<file path="src/rtl/taxi_fare_ctrl.sv">
// Taxi meter trip controller: IDLE/RUN/WAIT/HOLD sequencing with saturating fare and distance accumulators.
// Optional night tariff on the per-km charge is enabled by defining NIGHT_RATE_EN.
module taxi_fare_ctrl #(
  parameter int BASE_FARE = 1000,
  parameter int BASE_DIST = 300,
  parameter int KM_FARE   = 200,
  parameter int WAIT_FARE = 100,
  parameter int TICK_DIV  = 20000000,
  parameter int WAIT_SECS = 60
) (
  input  logic        clk20mhz,
  input  logic        rst_n,
  input  logic        start,
  input  logic        pause,
  input  logic        stop,
  input  logic        clear,
  input  logic        wheel_pulse,
`ifdef NIGHT_RATE_EN
  input  logic        night,
`endif
  output logic [12:0] money_out,
  output logic [12:0] distance_out,
  output logic [1:0]  state_out,
  output logic        sat
);

  localparam int PRESC_W  = (TICK_DIV > 1) ? $clog2(TICK_DIV) : 1;
  localparam int PERIOD_W = ($clog2(WAIT_SECS) > 6) ? $clog2(WAIT_SECS) : 6;

  localparam logic [12:0]         BASE_FARE_L   = 13'(BASE_FARE);
  localparam logic [12:0]         BASE_DIST_L   = 13'(BASE_DIST);
  localparam logic [12:0]         KM_FARE_DAY   = 13'(KM_FARE);
  localparam logic [12:0]         KM_FARE_NIGHT = 13'(KM_FARE + KM_FARE / 2);
  localparam logic [12:0]         WAIT_FARE_L   = 13'(WAIT_FARE);
  localparam logic [6:0]          KM_LAST       = 7'd99;
  localparam logic [PRESC_W-1:0]  TICK_LAST     = PRESC_W'(TICK_DIV - 1);
  localparam logic [PERIOD_W-1:0] PERIOD_LAST   = PERIOD_W'(WAIT_SECS - 1);

  typedef enum logic [1:0] {
    S_IDLE = 2'b00,
    S_RUN  = 2'b01,
    S_WAIT = 2'b10,
    S_HOLD = 2'b11
  } state_t;

  state_t              r_state;
  state_t              w_state_next;
  logic                r_wp_s1;
  logic                r_wp_s2;
  logic                r_wp_s3;
  logic                w_wheel_edge;
  logic                w_new_trip;
  logic [12:0]         w_km_charge;
  logic [12:0]         r_money;
  logic [12:0]         r_dist;
  logic [6:0]          r_km;
  logic [PRESC_W-1:0]  r_presc;
  logic [PERIOD_W-1:0] r_period;
  logic                r_sat;
  logic [12:0]         w_money_next;
  logic [12:0]         w_dist_next;
  logic [6:0]          w_km_next;
  logic [PRESC_W-1:0]  w_presc_next;
  logic [PERIOD_W-1:0] w_period_next;
  logic                w_sat_next;
  logic [13:0]         w_money_sum;
  logic [13:0]         w_dist_sum;

  // Returns {overflow, value}; value clamps at 8191 on overflow.
  function automatic logic [13:0] f_sat_add(input logic [12:0] a, input logic [12:0] b);
    logic [13:0] s;
    s = {1'b0, a} + {1'b0, b};
    if (s[13]) begin
      f_sat_add = {1'b1, 13'h1FFF};
    end else begin
      f_sat_add = s;
    end
  endfunction

  // Wheel sensor is asynchronous: two sync flops, third flop for edge detect.
  always_ff @(posedge clk20mhz) begin
    if (!rst_n) begin
      r_wp_s1 <= 1'b0;
      r_wp_s2 <= 1'b0;
      r_wp_s3 <= 1'b0;
    end else begin
      r_wp_s1 <= wheel_pulse;
      r_wp_s2 <= r_wp_s1;
      r_wp_s3 <= r_wp_s2;
    end
  end

  assign w_wheel_edge = r_wp_s2 & ~r_wp_s3;

`ifdef NIGHT_RATE_EN
  assign w_km_charge = night ? KM_FARE_NIGHT : KM_FARE_DAY;
`else
  assign w_km_charge = KM_FARE_DAY;
  localparam logic [12:0] UNUSED_NIGHT = KM_FARE_NIGHT;
`endif

  always_ff @(posedge clk20mhz) begin
    if (!rst_n) begin
      r_state <= S_IDLE;
    end else begin
      r_state <= w_state_next;
    end
  end

  always_comb begin
    w_state_next = r_state;
    if (clear) begin
      w_state_next = S_IDLE;
    end else if (stop) begin
      if (r_state == S_RUN || r_state == S_WAIT) begin
        w_state_next = S_HOLD;
      end
    end else if (start && (r_state == S_IDLE || r_state == S_HOLD)) begin
      w_state_next = S_RUN;
    end else if (r_state == S_RUN && pause) begin
      w_state_next = S_WAIT;
    end else if (r_state == S_WAIT && !pause) begin
      w_state_next = S_RUN;
    end
  end

  // Stop cycle freezes the datapath; a simultaneous start never opens a trip.
  always_comb begin
    w_new_trip    = !clear && !stop && start && (r_state == S_IDLE || r_state == S_HOLD);
    w_money_next  = r_money;
    w_dist_next   = r_dist;
    w_km_next     = r_km;
    w_presc_next  = r_presc;
    w_period_next = r_period;
    w_sat_next    = r_sat;
    w_money_sum   = '0;
    w_dist_sum    = '0;
    if (clear) begin
      w_money_next  = '0;
      w_dist_next   = '0;
      w_km_next     = '0;
      w_presc_next  = '0;
      w_period_next = '0;
      w_sat_next    = 1'b0;
    end else if (w_new_trip) begin
      w_money_next  = BASE_FARE_L;
      w_dist_next   = '0;
      w_km_next     = '0;
      w_presc_next  = '0;
      w_period_next = '0;
      w_sat_next    = 1'b0;
    end else if (!stop) begin
      if (r_state == S_RUN && w_wheel_edge) begin
        w_dist_sum  = f_sat_add(r_dist, 13'd1);
        w_dist_next = w_dist_sum[12:0];
        if (w_dist_sum[13]) begin
          w_sat_next = 1'b1;
        end
        if (r_dist >= BASE_DIST_L) begin
          if (r_km == KM_LAST) begin
            w_km_next    = '0;
            w_money_sum  = f_sat_add(r_money, w_km_charge);
            w_money_next = w_money_sum[12:0];
            if (w_money_sum[13]) begin
              w_sat_next = 1'b1;
            end
          end else begin
            w_km_next = r_km + 7'd1;
          end
        end
      end else if (r_state == S_WAIT) begin
        if (r_presc == TICK_LAST) begin
          w_presc_next = '0;
          if (r_period == PERIOD_LAST) begin
            w_period_next = '0;
            w_money_sum   = f_sat_add(r_money, WAIT_FARE_L);
            w_money_next  = w_money_sum[12:0];
            if (w_money_sum[13]) begin
              w_sat_next = 1'b1;
            end
          end else begin
            w_period_next = r_period + 1'b1;
          end
        end else begin
          w_presc_next = r_presc + 1'b1;
        end
      end
    end
  end

  always_ff @(posedge clk20mhz) begin
    if (!rst_n) begin
      r_money  <= '0;
      r_dist   <= '0;
      r_km     <= '0;
      r_presc  <= '0;
      r_period <= '0;
      r_sat    <= 1'b0;
    end else begin
      r_money  <= w_money_next;
      r_dist   <= w_dist_next;
      r_km     <= w_km_next;
      r_presc  <= w_presc_next;
      r_period <= w_period_next;
      r_sat    <= w_sat_next;
    end
  end

  assign money_out    = r_money;
  assign distance_out = r_dist;
  assign state_out    = r_state;
  assign sat          = r_sat;

endmodule
</file>
<file path="config.mk">
export PLATFORM = sky130hd
export DESIGN_NAME = taxi_fare_ctrl
export DESIGN_NICKNAME = d
export VERILOG_FILES = /design/src/rtl/taxi_fare_ctrl.sv
export SDC_FILE = /design/constraint.sdc
export NUM_CORES = 1
export LEC_CHECK = 0
export BUFFER_PORTS_ARGS = -buffer_cell sky130_fd_sc_hd__buf_2
export CAP_MARGIN = 5
export CORE_ASPECT_RATIO = 1.75
export CORE_MARGIN = 10
export CORE_UTILIZATION = 30
export DETAILED_ROUTE_END_ITERATION = 7
export GPL_TIMING_DRIVEN = 0
export RECOVER_POWER = 50
export SYNTH_ARGS = -nofsm -noshare
export SYNTH_HDL_FRONTEND = slang
export SYNTH_SLANG_ARGS = --single-unit
</file>
<file path="constraint.sdc">
create_clock -name clk20mhz -period 4.83 [get_ports clk20mhz]
set_input_delay 0.2415 -clock clk20mhz [delete_from_list [all_inputs] [get_ports clk20mhz]]
set_output_delay 0.2415 -clock clk20mhz [all_outputs]
set_load 0.01 [all_outputs]
</file>
==> impl_metrics.json <==
{
  "cp-end-kind": "register",
  "grt_pass1_wl_um": 15500,
  "htree_levels": 3,
  "path_class": "register to register",
  "status": "finished, final reports clean",
  "clock_skew_ps": 7.47,
  "internal_power_mw": 1.09,
  "p_per_area_mw_per_mm2": 326,
  "nFillCells": 1187,
  "cap_violations": 0,
  "num_antenna_cells": 0,
  "post-cts-setup-buffers": 0,
  "avgViaCountPerCell": 5.34,
  "die_h_um": 165,
  "synth-async-reset-ratio_pct": 0,
  "cts-resized-gates": 0,
  "clk_latency_ps": 340,
  "yosysTopAreaCellShare_pct": 39.0,
  "worst-path-max-fanout": 10,
  "antenna_found_initial": 0,
  "drive_gt1_share_pct": 6.80,
  "synth_nets": 450,
  "cts_root_buf": "clkbuf_16",
  "synth_area_leader_cell": "dfxtp_1",
  "worst_ir_drop_vdd_mv": 0.205,
  "grt_overflow": 0,
  "p_sw_mw": 0.288,
  "fmax_mhz": 340,
  "syn_inst": 434,
  "cts_buffers": 9,
  "clock_power_share_pct": 54.1,
  "synthesis.area_mm2": 0.00359,
  "min_period_ps": 2940,
  "setup_viol": 0,
  "postCtsHoldBufs": 0,
  "hpwl_um": 7110,
  "num_rows": 52,
  "drtIter0Drc": 131,
  "leakage_nw": 1.42,
  "grt_pass1_vias": 3266,
  "via_count": 3313,
  "cp_slowest_cell": "nor2_1",
  "die_x_um": 103,
  "cts_buffer_depth": 2,
  "hold_class": "input pin to register",
  "reg2reg_from": "state_out[1]",
  "dieArea_mm2": 0.0169,
  "finalPower_mw": 1.38,
  "startpoint_type": "register",
  "startpoint": "state_out[1]",
  "initial_core_util_pct": 30.8,
  "critical_path_arrival_ps": 3180,
  "max_stage_delay_ps": 520,
  "firstDrtPassIters": 4,
  "final_nets": 496,
  "synth_area_leaders": "dfxtp_1 39%, nor2_1 5.4%, a21oi_1 5.2%",
  "synth-seq-cells": 70,
  "grt_max_degree": 13,
  "routed_wl_um": 9360,
  "track_usage_pct": 11.5,
  "synthTopCellsByCount": "70 x dfxtp_1, 52 x nor2_1, 37 x a21oi_1",
  "combPwrFrac_pct": 3.5,
  "clkTransAtPathRegs_ps": 60,
  "synth_ff_type": "dfxtp_1",
  "drcViolationCount": 0,
  "crit_chain": "inv_1, ha_1, and3b_1, clkbuf_1, nor2_1, nand2_1, o21ai_1, buf_2, a41oi_1, a211oi_1",
  "hold_path.startpoint": "rst_n",
  "final_max_slew_viol_count": 0,
  "setup_tns_ps": 0,
  "fin_crit_sh_pct": 60.8,
  "post-synth-top-count-cell": "dfxtp_1",
  "p_sw_share_pct": 20.9,
  "clock_sinks": 70,
  "syn_to_final_growth_pct": 17.9,
  "maxSlewHeadroom_pct": 40.6,
  "gp_congestion": 0.875,
  "ys_warn_count": 0,
  "ys_types": 55,
  "crit_required_ps": 5070,
  "synth-seq-area-share_pct": 39.0,
  "hold_violations": 0,
  "tightest_slew_ps": 883,
  "core_mm2": 0.0116,
  "io_pins": 36,
  "pwr-share-seq_pct": 42.3,
  "synth_edf_count": 0,
  "routedWlPerCell_um": 15.1,
  "grt_setup_unrepaired": "false",
  "postRouteAntennaNets": 0,
  "avgSynthCellArea_um2": 8.28,
  "io_buffers": 35,
  "cts_tree": "done"
}
## cell families (layout without fill, tap and decap cells)
group / Yosys count / after routing / synth area share [%]
flip-flops: 70 / 70 / 39.0
AO/OA/AOI/OAI: 91 / 91 / 16.0
buffers and inverters: 29 / 80 / 3.17
XOR/XNOR: 33 / 33 / 8.05
multiplexers: 5 / 5 / 1.39
adder cells (fa/ha/maj): 9 / 9 / 3.13
AND/OR/NAND/NOR: 197 / 197 / 29.2
## sequential cells by signal (all words and copies together), names as in the netlist
| register | flops |
|---|---|
| money_out | 13 |
| distance_out | 13 |
| r_wp_s3 | 1 |
| r_period | 6 |
| r_km | 7 |
| sat | 1 |
| r_wp_s2 | 1 |
| r_presc | 25 |
| state_out | 2 |
| r_wp_s1 | 1 |
## cell type report
class / instances / area, um^2 / share of cell area, %
plain buffers: 17 / 66.3 / 1.57
clock buffers: 12 / 267 / 6.29
clock inverters: 4 / 76.3 / 1.80
inverters: 12 / 45.0 / 1.06
multi-input cells: 335 / 2070 / 49.0
flip-flops and latches: 70 / 1400 / 33.1
well taps: 135 / 169 / 3.99
repair buffers: 35 / 138 / 3.25
## placed cells by master, fill, tap and decap left out, drive strengths merged, types with 3 or more instances in the layout
| cell | n |
|---|---|
| nand3 | 25 |
| or3 | 7 |
| mux2i | 5 |
| nor4 | 7 |
| nor3 | 14 |
| a21oi | 37 |
| inv | 13 |
| xnor2 | 14 |
| a41oi | 3 |
| nand4 | 18 |
| and2 | 9 |
| a31oi | 3 |
| ha | 9 |
| o21ai | 17 |
| a211oi | 6 |
| a22oi | 3 |
| dfxtp | 70 |
| nand2 | 31 |
| buf | 7 |
| nand2b | 5 |
| nor2 | 53 |
| xor2 | 19 |
| nor2b | 5 |
| clkbuf | 57 |
| and3 | 8 |
## final timing paths
check | end | slack (ps) | cells after the start
setup / recovery | money_out[11] | 1890 | 10
hold / removal | r_wp_s1 | 180 | 2
setup reg to reg | money_out[11] | 1890 | 10
hold reg to reg | r_wp_s2 | 440 | 1
## worst max-delay path: cells and delay by family (launching register included)
kind | cells | cell delay (ps)
AO/OA/AOI/OAI | 3 | 710
flip-flops | 1 | 420
AND/OR/NAND/NOR | 3 | 870
buffers and inverters | 3 | 620
adder cells (fa/ha/maj) | 1 | 230
## metrics by stage
stage	utilization [%]	cells	instance area, um^2	setup slack, ps	hold WS, ps
final	36.4	620	4240	1890	179
after global routing	36.4	620	4240	1630	188
after CTS	36.7	620	4280	2150	164
after detailed placement	33.8	604	3940	2200	425
after global placement	33.8	604	3940	2260	416
after floorplan	-	434	3590	2570	363
## power groups by stage
stage	Sequential [mW]	Combinational, mW	Clock [mW]
floorplan	0.597	0.0316	0
CTS	0.584	0.0501	0.765
global route	0.584	0.0541	0.789
finish	0.584	0.0490	0.748
detailed placement	0.597	0.0499	0
global placement	0.597	0.0491	0
## metal layers
metal / GRT usage, % / vias to the layer above / wire [um]
met5: 0 / - / 0
met4: 5.35 / 0 / 211
met3: 3.01 / 15 / 283
met2: 21.3 / 48 / 5060
met1: 11.5 / 1585 / 3810
li1: - / 1665 / -
(Power assumes the default switching activity.)
